$ cat config.mk
export PLATFORM = sky130hd
export DESIGN_NAME = sync_fifo_status_flat
export DESIGN_NICKNAME = d
export VERILOG_FILES = /design/src/rtl/sync_fifo_status_pkg.sv /design/src/rtl/sync_fifo_status_if.sv /design/src/rtl/sync_fifo_status_mem.sv /design/src/rtl/sync_fifo_status.sv /design/src/flat_wrapper.sv
export SDC_FILE = /design/constraint.sdc
export NUM_CORES = 1
export LEC_CHECK = 0
export CORE_UTILIZATION = 49
export CTS_CLUSTER_SIZE = 20
export DETAILED_ROUTE_END_ITERATION = 16
export GPL_TIMING_DRIVEN = 0
export MAX_ROUTING_LAYER = met4
export PLACE_DENSITY = 0.78
export SYNTH_ARGS = -nofsm -noshare
export SYNTH_HDL_FRONTEND = slang
export SYNTH_HIERARCHICAL = 1
export SYNTH_SLANG_ARGS = --single-unit
$ cat constraint.sdc
create_clock -name clk -period 4.6 [get_ports clk]
set_input_delay 0.92 -clock clk [delete_from_list [all_inputs] [get_ports clk]]
set_output_delay 0.92 -clock clk [all_outputs]
set_load 0.05 [all_outputs]
$ cat src/rtl/sync_fifo_status_pkg.sv
// Shared sizing defaults, status-flag bit positions and pointer helpers for sync_fifo_status.
// Latency: n/a (constants and pure functions only).
// Backpressure: n/a.
package sync_fifo_status_pkg;

  localparam int unsigned DATA_SIZE_DEF = 4;
  localparam int unsigned ADDR_SIZE_DEF = 4;

  // Bit positions inside the registered status-flag vector
  localparam int unsigned FLAG_FULL   = 0;
  localparam int unsigned FLAG_EMPTY  = 1;
  localparam int unsigned FLAG_AFULL  = 2;
  localparam int unsigned FLAG_AEMPTY = 3;
  localparam int unsigned FLAG_NUM    = 4;

  function automatic int unsigned depth_of(input int unsigned addr_size);
    return 32'd1 << addr_size;
  endfunction

  // Full when only the wrap bit differs between the two pointers
  function automatic logic ptr_full(input logic [31:0] wp, input logic [31:0] rp,
                                    input int unsigned addr_size);
    return (wp ^ rp) == (32'd1 << addr_size);
  endfunction

  function automatic logic ptr_empty(input logic [31:0] wp, input logic [31:0] rp);
    return wp == rp;
  endfunction

endpackage

$ cat src/rtl/sync_fifo_status_if.sv
// Producer/consumer-facing bundle of the single-clock status FIFO.
// Latency: n/a (wiring only).
// Backpressure: full/empty tell the producer/consumer when requests would be rejected.
interface sync_fifo_status_if
  import sync_fifo_status_pkg::*;
#(
  parameter int unsigned DATA_SIZE = DATA_SIZE_DEF,
  parameter int unsigned ADDR_SIZE = ADDR_SIZE_DEF
);
  logic                 wr_en;
  logic [DATA_SIZE-1:0] wr_data;
  logic                 rd_en;
  logic [DATA_SIZE-1:0] rd_data;
  logic                 rd_valid;
  logic                 full;
  logic                 empty;
  logic                 almost_full;
  logic                 almost_empty;
  logic [ADDR_SIZE:0]   afull_thresh;
  logic [ADDR_SIZE:0]   aempty_thresh;
  logic [ADDR_SIZE:0]   count;
  logic                 overflow;
  logic                 underflow;
  logic                 err_clr;

  // Producer/consumer side
  modport master (
    output wr_en, wr_data, rd_en, afull_thresh, aempty_thresh, err_clr,
    input  rd_data, rd_valid, full, empty, almost_full, almost_empty, count, overflow, underflow
  );

  // FIFO side
  modport slave (
    input  wr_en, wr_data, rd_en, afull_thresh, aempty_thresh, err_clr,
    output rd_data, rd_valid, full, empty, almost_full, almost_empty, count, overflow, underflow
  );
endinterface

$ cat src/rtl/sync_fifo_status_mem.sv
// Storage array for sync_fifo_status: one synchronous write port, one asynchronous read port.
// Latency: write visible on read port the cycle after the write edge; read is combinational.
// Backpressure: none; the caller only asserts wr_en for accepted writes.
module sync_fifo_status_mem
  import sync_fifo_status_pkg::*;
#(
  parameter int unsigned DATA_SIZE = DATA_SIZE_DEF,
  parameter int unsigned ADDR_SIZE = ADDR_SIZE_DEF
) (
  input  logic                 clk,
  input  logic                 wr_en,
  input  logic [ADDR_SIZE-1:0] wr_addr,
  input  logic [DATA_SIZE-1:0] wr_data,
  input  logic [ADDR_SIZE-1:0] rd_addr,
  output logic [DATA_SIZE-1:0] rd_data
);
  localparam int unsigned DEPTH = depth_of(ADDR_SIZE);

  logic [DATA_SIZE-1:0] mem [DEPTH];

  // Contents are deliberately not reset; pointers define what is valid
  always_ff @(posedge clk) begin
    if (wr_en) mem[wr_addr] <= wr_data;
  end

  assign rd_data = mem[rd_addr];
endmodule

$ cat src/rtl/sync_fifo_status.sv
// Single-clock FIFO with occupancy count, programmable almost-full/empty, sticky overflow/underflow.
// Latency: read data 1 cycle after accepted rd_en; 0 (head word shown) when SYNC_FIFO_FWFT_EN is defined.
// Backpressure: writes while full and reads while empty are dropped and flagged; no stall signalling.
module sync_fifo_status
  import sync_fifo_status_pkg::*;
#(
  parameter int unsigned DATA_SIZE = DATA_SIZE_DEF,
  parameter int unsigned ADDR_SIZE = ADDR_SIZE_DEF
) (
  input  logic                clk,
  input  logic                rst_n,
  sync_fifo_status_if.slave   bus
);
  typedef logic [ADDR_SIZE:0] ptr_t;

  ptr_t                 wr_ptr, rd_ptr;
  ptr_t                 wr_ptr_nxt, rd_ptr_nxt;
  ptr_t                 count_nxt, count_q;
  logic [FLAG_NUM-1:0]  flags_q, flags_nxt;
  logic                 wr_acc, rd_acc;
  logic                 overflow_q, underflow_q;
  logic [DATA_SIZE-1:0] mem_rd_data;

  // Acceptance uses the registered flags, so a same-cycle pop never makes room for a write
  // (and a same-cycle push never supplies data for a read).
  always_comb begin
    wr_acc     = bus.wr_en && !flags_q[FLAG_FULL];
    rd_acc     = bus.rd_en && !flags_q[FLAG_EMPTY];
    wr_ptr_nxt = wr_ptr + ptr_t'(wr_acc);
    rd_ptr_nxt = rd_ptr + ptr_t'(rd_acc);
    count_nxt  = wr_ptr_nxt - rd_ptr_nxt;
    flags_nxt              = '0;
    flags_nxt[FLAG_FULL]   = ptr_full(32'(wr_ptr_nxt), 32'(rd_ptr_nxt), ADDR_SIZE);
    flags_nxt[FLAG_EMPTY]  = ptr_empty(32'(wr_ptr_nxt), 32'(rd_ptr_nxt));
    flags_nxt[FLAG_AFULL]  = count_nxt >= bus.afull_thresh;
    flags_nxt[FLAG_AEMPTY] = count_nxt <= bus.aempty_thresh;
  end

  // Pointers, count and flags all register next-state values so status tracks the pointers with no lag
  always_ff @(posedge clk) begin
    if (!rst_n) begin
      wr_ptr               <= '0;
      rd_ptr               <= '0;
      count_q              <= '0;
      flags_q              <= '0;
      flags_q[FLAG_EMPTY]  <= 1'b1;
      flags_q[FLAG_AEMPTY] <= 1'b1;
    end else begin
      wr_ptr  <= wr_ptr_nxt;
      rd_ptr  <= rd_ptr_nxt;
      count_q <= count_nxt;
      flags_q <= flags_nxt;
    end
  end

  // Sticky error flags: a new error in the same cycle as err_clr wins
  always_ff @(posedge clk) begin
    if (!rst_n) begin
      overflow_q  <= 1'b0;
      underflow_q <= 1'b0;
    end else begin
      if (bus.wr_en && flags_q[FLAG_FULL])       overflow_q <= 1'b1;
      else if (bus.err_clr)                      overflow_q <= 1'b0;
      if (bus.rd_en && flags_q[FLAG_EMPTY])      underflow_q <= 1'b1;
      else if (bus.err_clr)                      underflow_q <= 1'b0;
    end
  end

  sync_fifo_status_mem #(
    .DATA_SIZE (DATA_SIZE),
    .ADDR_SIZE (ADDR_SIZE)
  ) u_mem (
    .clk     (clk),
    .wr_en   (wr_acc && rst_n),
    .wr_addr (wr_ptr[ADDR_SIZE-1:0]),
    .wr_data (bus.wr_data),
    .rd_addr (rd_ptr[ADDR_SIZE-1:0]),
    .rd_data (mem_rd_data)
  );

`ifdef SYNC_FIFO_FWFT_EN
  // Head word is always presented; rd_en just acknowledges it
  assign bus.rd_data  = mem_rd_data;
  assign bus.rd_valid = !flags_q[FLAG_EMPTY];
`else
  logic [DATA_SIZE-1:0] rd_data_q;
  logic                 rd_valid_q;

  // Registered read stage: data captured on the accepting edge, valid for exactly one cycle
  always_ff @(posedge clk) begin
    if (!rst_n) begin
      rd_data_q  <= '0;
      rd_valid_q <= 1'b0;
    end else begin
      rd_valid_q <= rd_acc;
      if (rd_acc) rd_data_q <= mem_rd_data;
    end
  end

  assign bus.rd_data  = rd_data_q;
  assign bus.rd_valid = rd_valid_q;
`endif

  assign bus.full         = flags_q[FLAG_FULL];
  assign bus.empty        = flags_q[FLAG_EMPTY];
  assign bus.almost_full  = flags_q[FLAG_AFULL];
  assign bus.almost_empty = flags_q[FLAG_AEMPTY];
  assign bus.count        = count_q;
  assign bus.overflow     = overflow_q;
  assign bus.underflow    = underflow_q;
endmodule

$ cat src/flat_wrapper.sv
// flat-port wrapper written by rule: the top's interface ports become plain ports
module sync_fifo_status_flat import sync_fifo_status_pkg::*;
#(
  parameter int unsigned DATA_SIZE = DATA_SIZE_DEF,
  parameter int unsigned ADDR_SIZE = ADDR_SIZE_DEF
)
  (clk, rst_n, bus_wr_en, bus_wr_data, bus_rd_en, bus_afull_thresh, bus_aempty_thresh, bus_err_clr, bus_rd_data, bus_rd_valid, bus_full, bus_empty, bus_almost_full, bus_almost_empty, bus_count, bus_overflow, bus_underflow);
  sync_fifo_status_if #(.DATA_SIZE(DATA_SIZE), .ADDR_SIZE(ADDR_SIZE)) bus_i ();
  input  logic clk;
  input  logic rst_n;
  input wire logic [$bits(bus_i.wr_en)-1:0] bus_wr_en;
  input wire logic [$bits(bus_i.wr_data)-1:0] bus_wr_data;
  input wire logic [$bits(bus_i.rd_en)-1:0] bus_rd_en;
  input wire logic [$bits(bus_i.afull_thresh)-1:0] bus_afull_thresh;
  input wire logic [$bits(bus_i.aempty_thresh)-1:0] bus_aempty_thresh;
  input wire logic [$bits(bus_i.err_clr)-1:0] bus_err_clr;
  output wire logic [$bits(bus_i.rd_data)-1:0] bus_rd_data;
  output wire logic [$bits(bus_i.rd_valid)-1:0] bus_rd_valid;
  output wire logic [$bits(bus_i.full)-1:0] bus_full;
  output wire logic [$bits(bus_i.empty)-1:0] bus_empty;
  output wire logic [$bits(bus_i.almost_full)-1:0] bus_almost_full;
  output wire logic [$bits(bus_i.almost_empty)-1:0] bus_almost_empty;
  output wire logic [$bits(bus_i.count)-1:0] bus_count;
  output wire logic [$bits(bus_i.overflow)-1:0] bus_overflow;
  output wire logic [$bits(bus_i.underflow)-1:0] bus_underflow;
  assign bus_i.wr_en = bus_wr_en;
  assign bus_i.wr_data = bus_wr_data;
  assign bus_i.rd_en = bus_rd_en;
  assign bus_i.afull_thresh = bus_afull_thresh;
  assign bus_i.aempty_thresh = bus_aempty_thresh;
  assign bus_i.err_clr = bus_err_clr;
  assign bus_rd_data = bus_i.rd_data;
  assign bus_rd_valid = bus_i.rd_valid;
  assign bus_full = bus_i.full;
  assign bus_empty = bus_i.empty;
  assign bus_almost_full = bus_i.almost_full;
  assign bus_almost_empty = bus_i.almost_empty;
  assign bus_count = bus_i.count;
  assign bus_overflow = bus_i.overflow;
  assign bus_underflow = bus_i.underflow;
  sync_fifo_status #(.DATA_SIZE(DATA_SIZE), .ADDR_SIZE(ADDR_SIZE)) u_core (.clk(clk), .rst_n(rst_n), .bus(bus_i));
endmodule
Word-level counts from Yosys, hierarchy flattened

Memories as Yosys holds them, arrays and structs flattened. A register that Yosys moved wholly into a read port is not among the register bits.
Cells that the tools add are included.

Memories kept: 1
Bits in writable memories: 64
Word-level logic and storage cells: 31
Register bits after elaboration: 22

Eq/ne operators: 2
Bitwise logic cells: 1
Reductions and logical operators: 10
Order comparisons: 2
Add/sub/neg operators: 3
Multiplexer cells: 5

Memories:

| memory           | depth | width | rd ports | clocked after Yosys merged registers in | write ports | RTL line                   | source |
|---|---|---|---|---|---|---|---|
| u_core.u_mem.mem | 16    | 4     | 1        | 1                                       | 1           | sync_fifo_status_mem.sv:19 | `logic [DATA_SIZE-1:0] mem [DEPTH];` |

Operators by type and width:

| operator              | number |
|---|---|
| $eq A32 B5 Y1 const B | 1 |
| $add A5 B1 Y5         | 2 |
| $eq A5 B5 Y1          | 1 |
| $ge A5 B5 Y1          | 1 |
| $le A5 B5 Y1          | 1 |
| $logic_and A1 B1 Y1   | 5 |
| $mux W1               | 5 |
| $sub A5 B5 Y5         | 1 |
| $xor A5 B5 Y5         | 1 |
| $reduce_bool A2 Y1    | 2 |
| $logic_not A1 Y1      | 3 |

Depth between registers and ports, before layout

Depth after elaboration: 5
Mapped depth: 14
Gate-level depth less buffers: 13

Modules after synthesis

The synthesis kept the hierarchy.

By module, submodules not included:

| module               | instances | cells each | area an instance (µm²) |
|---|---|---|---|
| sync_fifo_status_mem | 1         | 126        | 2586.2 |
| sync_fifo_status     | 1         | 133        | 1328.8 |

Least setup slack after synthesis

Ideal clock, no wire load.

Kind: input-to-reg
Start: in bus_rd_en
End: reg u_core.flags_q[3]
Setup time: 82 ps
Stages on the path: 14
Arrival time: 3417 ps
Path buffers: 1
Slack: 1101 ps
Cells stage by stage: nand2b_1 -> clkbuf_1 -> inv_1 -> ha_1 -> ha_1 -> xnor2_1 -> ha_1 -> or2_2 -> xor2_1 -> ha_1 -> o21a_1 -> o21a_1 -> o21a_1 -> o221ai_1

Word-level cells in the longest chain between the ends: 4

Ends and longest elaborated chain:

| element                        | RTL line               | source |
|---|---|---|
| start: declaration             | flat_wrapper.sv:13     | `input wire logic [$bits(bus_i.rd_en)-1:0] bus_rd_en;` |
| $logic_and A1 B1 Y1            | sync_fifo_status.sv:28 | `rd_acc = bus.rd_en && !flags_q[FLAG_EMPTY];` |
| named net u_core.rd_acc        | sync_fifo_status.sv:20 | `logic wr_acc, rd_acc;` |
| $add A5 B1 Y5                  | sync_fifo_status.sv:30 | `rd_ptr_nxt = rd_ptr + ptr_t'(rd_acc);` |
| named net u_core.rd_ptr_nxt[1] | sync_fifo_status.sv:17 | `ptr_t wr_ptr_nxt, rd_ptr_nxt;` |
| $sub A5 B5 Y5                  | sync_fifo_status.sv:31 | `count_nxt = wr_ptr_nxt - rd_ptr_nxt;` |
| named net u_core.count_nxt[2]  | sync_fifo_status.sv:18 | `ptr_t count_nxt, count_q;` |
| $le A5 B5 Y1                   | sync_fifo_status.sv:36 | `flags_nxt[FLAG_AEMPTY] = count_nxt <= bus.aempty_thresh;` |
| end signal: assignment         | sync_fifo_status.sv:52 | `flags_q <= flags_nxt;` |
| end: declaration               | sync_fifo_status.sv:19 | `logic [FLAG_NUM-1:0] flags_q, flags_nxt;` |

The timed path passes the listed nets, and every way through them passes these cells.
A chain may end at the register's enable or synchronous reset.

Worst setup path after layout

Ends and elaborated chain as after synthesis.

==> results.toml <==
[clock_tree]
clk-insertion-delay-late_ns = 0.35
root_buffer = "clkbuf_8"
clk_pin_slew_ns = 0.08
tritoncts = "yes"
cts_buffer_depth = 2
postCtsResizedCells = 0
htreeDepth = 3
clkSinkCount = 90
hold_buffers = 0
numCtsBuffers = 9
post_cts_buffers = 0

[critical_path]
cp_num_buf_inv = 3
end_kind = "flip-flop"
crit_arrival_ns = 4.15
slowest_stage = "clkdlybuf4s50_1"
crit_chain = "clkdlybuf4s50_1, nand2b_1, clkbuf_1, inv_1, ha_1, ha_1, xnor2_1, ha_1, or2_2, xor2_1, ha_1, o21a_1, o21a_1, o21a_1, o221ai_1"
cp-start-kind = "input pin"
critPathMaxStageDelay_ns = 0.42
cp_common_cell = "ha_1"
cp_max_fo = 5
required_ns = 4.87
worstSetupPathType = "in -> reg"
cpLargestDelayFamily = "adder cells"

[synth]
avgSynthCellArea_um2 = 15.12
synthSimpleGateAreaFrac = 0.1067
synthAdderAreaFrac = 0.06296
syn_area_um2 = 3915
synth_compound_area_frac = 0.03164
synthXorXnorAreaFrac = 0.03260
synth_top_family_by_area = "multiplexers"
synth_nets = 296
synth_cell_types = 37
ys_seq_area_frac = 0.6238
syn_inst = 259
ys_seq_elements = 90
synth_mux_area_frac = 0.1157
ys.warnings.count = 6

[routing]
first_iter_violations = 166
routed_wl_um = 7024
ant_nets = 0
drt_pass1_iterations = 4
drt-vias-per-instance = 5.365
route.detailed.wl_per_inst_um = 17.09
remaining_drc_errors = 0
vias = 2205

[sta]
slew_headroom = 0.5471
rsz0062_at_grt = "no"
timing.hold.ws_ns = 0.5334
finalClockSkew_ns = 0.007619
worst_pin_slew_ns = 0.6741
fin_crit_sh = 0.8430
min_period_ns = 3.878
slew_viol_final = 0
fmax_mhz = 257.9
finalHoldViolCount = 0
setup-violations-final = 0
setup-tns-final_ns = 0

[grt]
grt_max_degree = 17
grt_use_total = 0.1900
grt_pass1_wl_um = 11360
grt_pass1_vias = 2214
antenna_found_initial = 0
grt_overflow = 0

[cells_and_area]
fin_util = 0.5933
diodes = 0
fin_area_um2 = 4584
drive_gt1_frac = 0.09061
syn2layout_area_growth_pct = 17.10
finish.net_count = 341

[power_and_ir_drop]
leakage_nw = 1.648
powerDensity_nw_per_um2 = 396.9
total_power_mw = 1.820
ir_worst_vdd_mv = 0.1840

[die]
dieArea_um2 = 8351
ios = 35
core_um2 = 7727
die_h_um = 91.39
rows = 32
initial_utilization = 0.5066
die_x_um = 91.39

[placed_design]
io_buffers = 34
dpl.hpwl_um = 5018
gp_congestion = 0.8368
dpl_cell_area_um2 = 4383

[outcome]
status = "finished, final reports clean"

[flow_run]
cap_violations = 0

[worst_hold_path]
hp-class = "reg -> reg"
## state kept, by name, summed over array words and instances (netlist names)
register,flops
u_core/bus.rd_valid,1
u_core/bus.count,5
u_core/bus.overflow,1
u_core/bus.underflow,1
u_core/rd_ptr,5
u_core/flags_q,4
u_core/wr_ptr,5
u_core/bus.rd_data,4
u_core/u_mem/mem,64
## worst reg2reg max path, cell delays in order, from the launching register on
cell	delay, ns
dfxtp_1	0.35
nand2b_1	0.11
clkbuf_1	0.29
inv_1	0.11
ha_1	0.21
ha_1	0.34
xnor2_1	0.15
ha_1	0.19
or2_2	0.31
xor2_1	0.26
ha_1	0.30
o21a_1	0.11
o21a_1	0.16
o21a_1	0.16
o221ai_1	0.15
## cell type report
type,count,area [µm²]
Sequential cell,90,2442
Multi-Input combinational cell,148,1369
Timing Repair Buffer,34,340.3
Clock inverter,3,18.77
Buffer,7,51.30
Clock buffer,13,182.7
Fill cell,577,3143
Tap cell,102,127.6
Inverter,14,52.55
## kinds of logic after synthesis
group	after synthesis
buf+inv	21
mux	20
flops	90
fa+ha+maj	20
xor+xnor	12
simple gates	78
compound gates	18
## layer usage
layer | global-route usage | share of wire | vias to the layer above
met2 | 0.2976 | 0.50 | 46
met3 | 0.03266 | 0.030 | 8
met1 | 0.2452 | 0.46 | 1098
li1 | - | - | 1053
met4 | 0.08201 | 0.011 | 0
met5 | - | 0 | -
## stage by stage
stage               worst slack [ns]  std cells
global route                  0.5145        411
detailed placement            0.3614        395
finish                        0.7223        411
floorplan                      1.101        259
CTS                           0.7268        411
global placement              0.3966        395
## placed cells by master, fill, tap and decap left out, types with 5 or more instances in the layout
master	n
a22oi_1	6
and2_1	11
clkbuf_1	5
clkbuf_8	9
clkdlybuf4s50_1	34
dfxtp_1	26
edfxtp_1	64
ha_1	18
inv_1	14
mux4_1	14
nand2_1	7
nand3_1	14
nor2_1	15
nor2b_1	17
xor2_1	5
## path summary, 6_finish.rpt
kind | startpoint | end | slack, ns | cells past startpoint
setup / recovery | bus_rd_en | u_core/flags_q[3]$_SDFF_PN1_ | 0.72 | 15
hold / removal | u_core/bus.rd_data[0]$_SDFFE_PN0N_ | u_core/bus.rd_data[0]$_SDFFE_PN0N_ | 0.53 | 2
setup reg to reg | u_core/flags_q[1]$_SDFF_PN1_ | u_core/flags_q[3]$_SDFF_PN1_ | 1.32 | 14
hold reg to reg | u_core/bus.rd_data[0]$_SDFFE_PN0N_ | u_core/bus.rd_data[0]$_SDFFE_PN0N_ | 0.53 | 2
## where the power goes
group | internal (mW) | switching (mW)
clock | 0.265 | 0.265
sequential | 0.895 | 0.0151
combinational | 0.169 | 0.210
total | 1.33 | 0.490
## Yosys cell counts
library cell / n / share of area
a22oi_1: 6 / 0.012
o21ai_0: 3 / 0.0038
and2_1: 11 / 0.018
nor3b_1: 1 / 0.0019
a21oi_1: 2 / 0.0026
nand3_1: 14 / 0.018
nor2b_1: 17 / 0.027
o221ai_1: 1 / 0.0022
nand2_1: 7 / 0.0067
maj3_2: 1 / 0.0029
a31oi_1: 1 / 0.0016
o21a_1: 3 / 0.0058
xnor2_2: 1 / 0.0042
and2_2: 1 / 0.0019
mux4_2: 2 / 0.012
mux4_1: 14 / 0.094
buf_12: 1 / 0.0051
nor2_1: 15 / 0.014
o211ai_1: 1 / 0.0019
xor2_2: 2 / 0.0083
ha_1: 18 / 0.058
inv_1: 14 / 0.013
mux2i_1: 4 / 0.010
nor3_1: 4 / 0.0051
clkbuf_1: 4 / 0.0038
a31o_2: 1 / 0.0022
nand2b_1: 4 / 0.0064
maj3_1: 1 / 0.0026
or3b_2: 1 / 0.0022
nand3b_1: 2 / 0.0038
edfxtp_1: 64 / 0.49
dfxtp_1: 26 / 0.13
or2_2: 1 / 0.0016
xor2_1: 5 / 0.011
buf_6: 1 / 0.0029
xnor2_1: 4 / 0.0089
buf_2: 1 / 0.0013
Note: power is estimated with default switching activity, not from simulation.
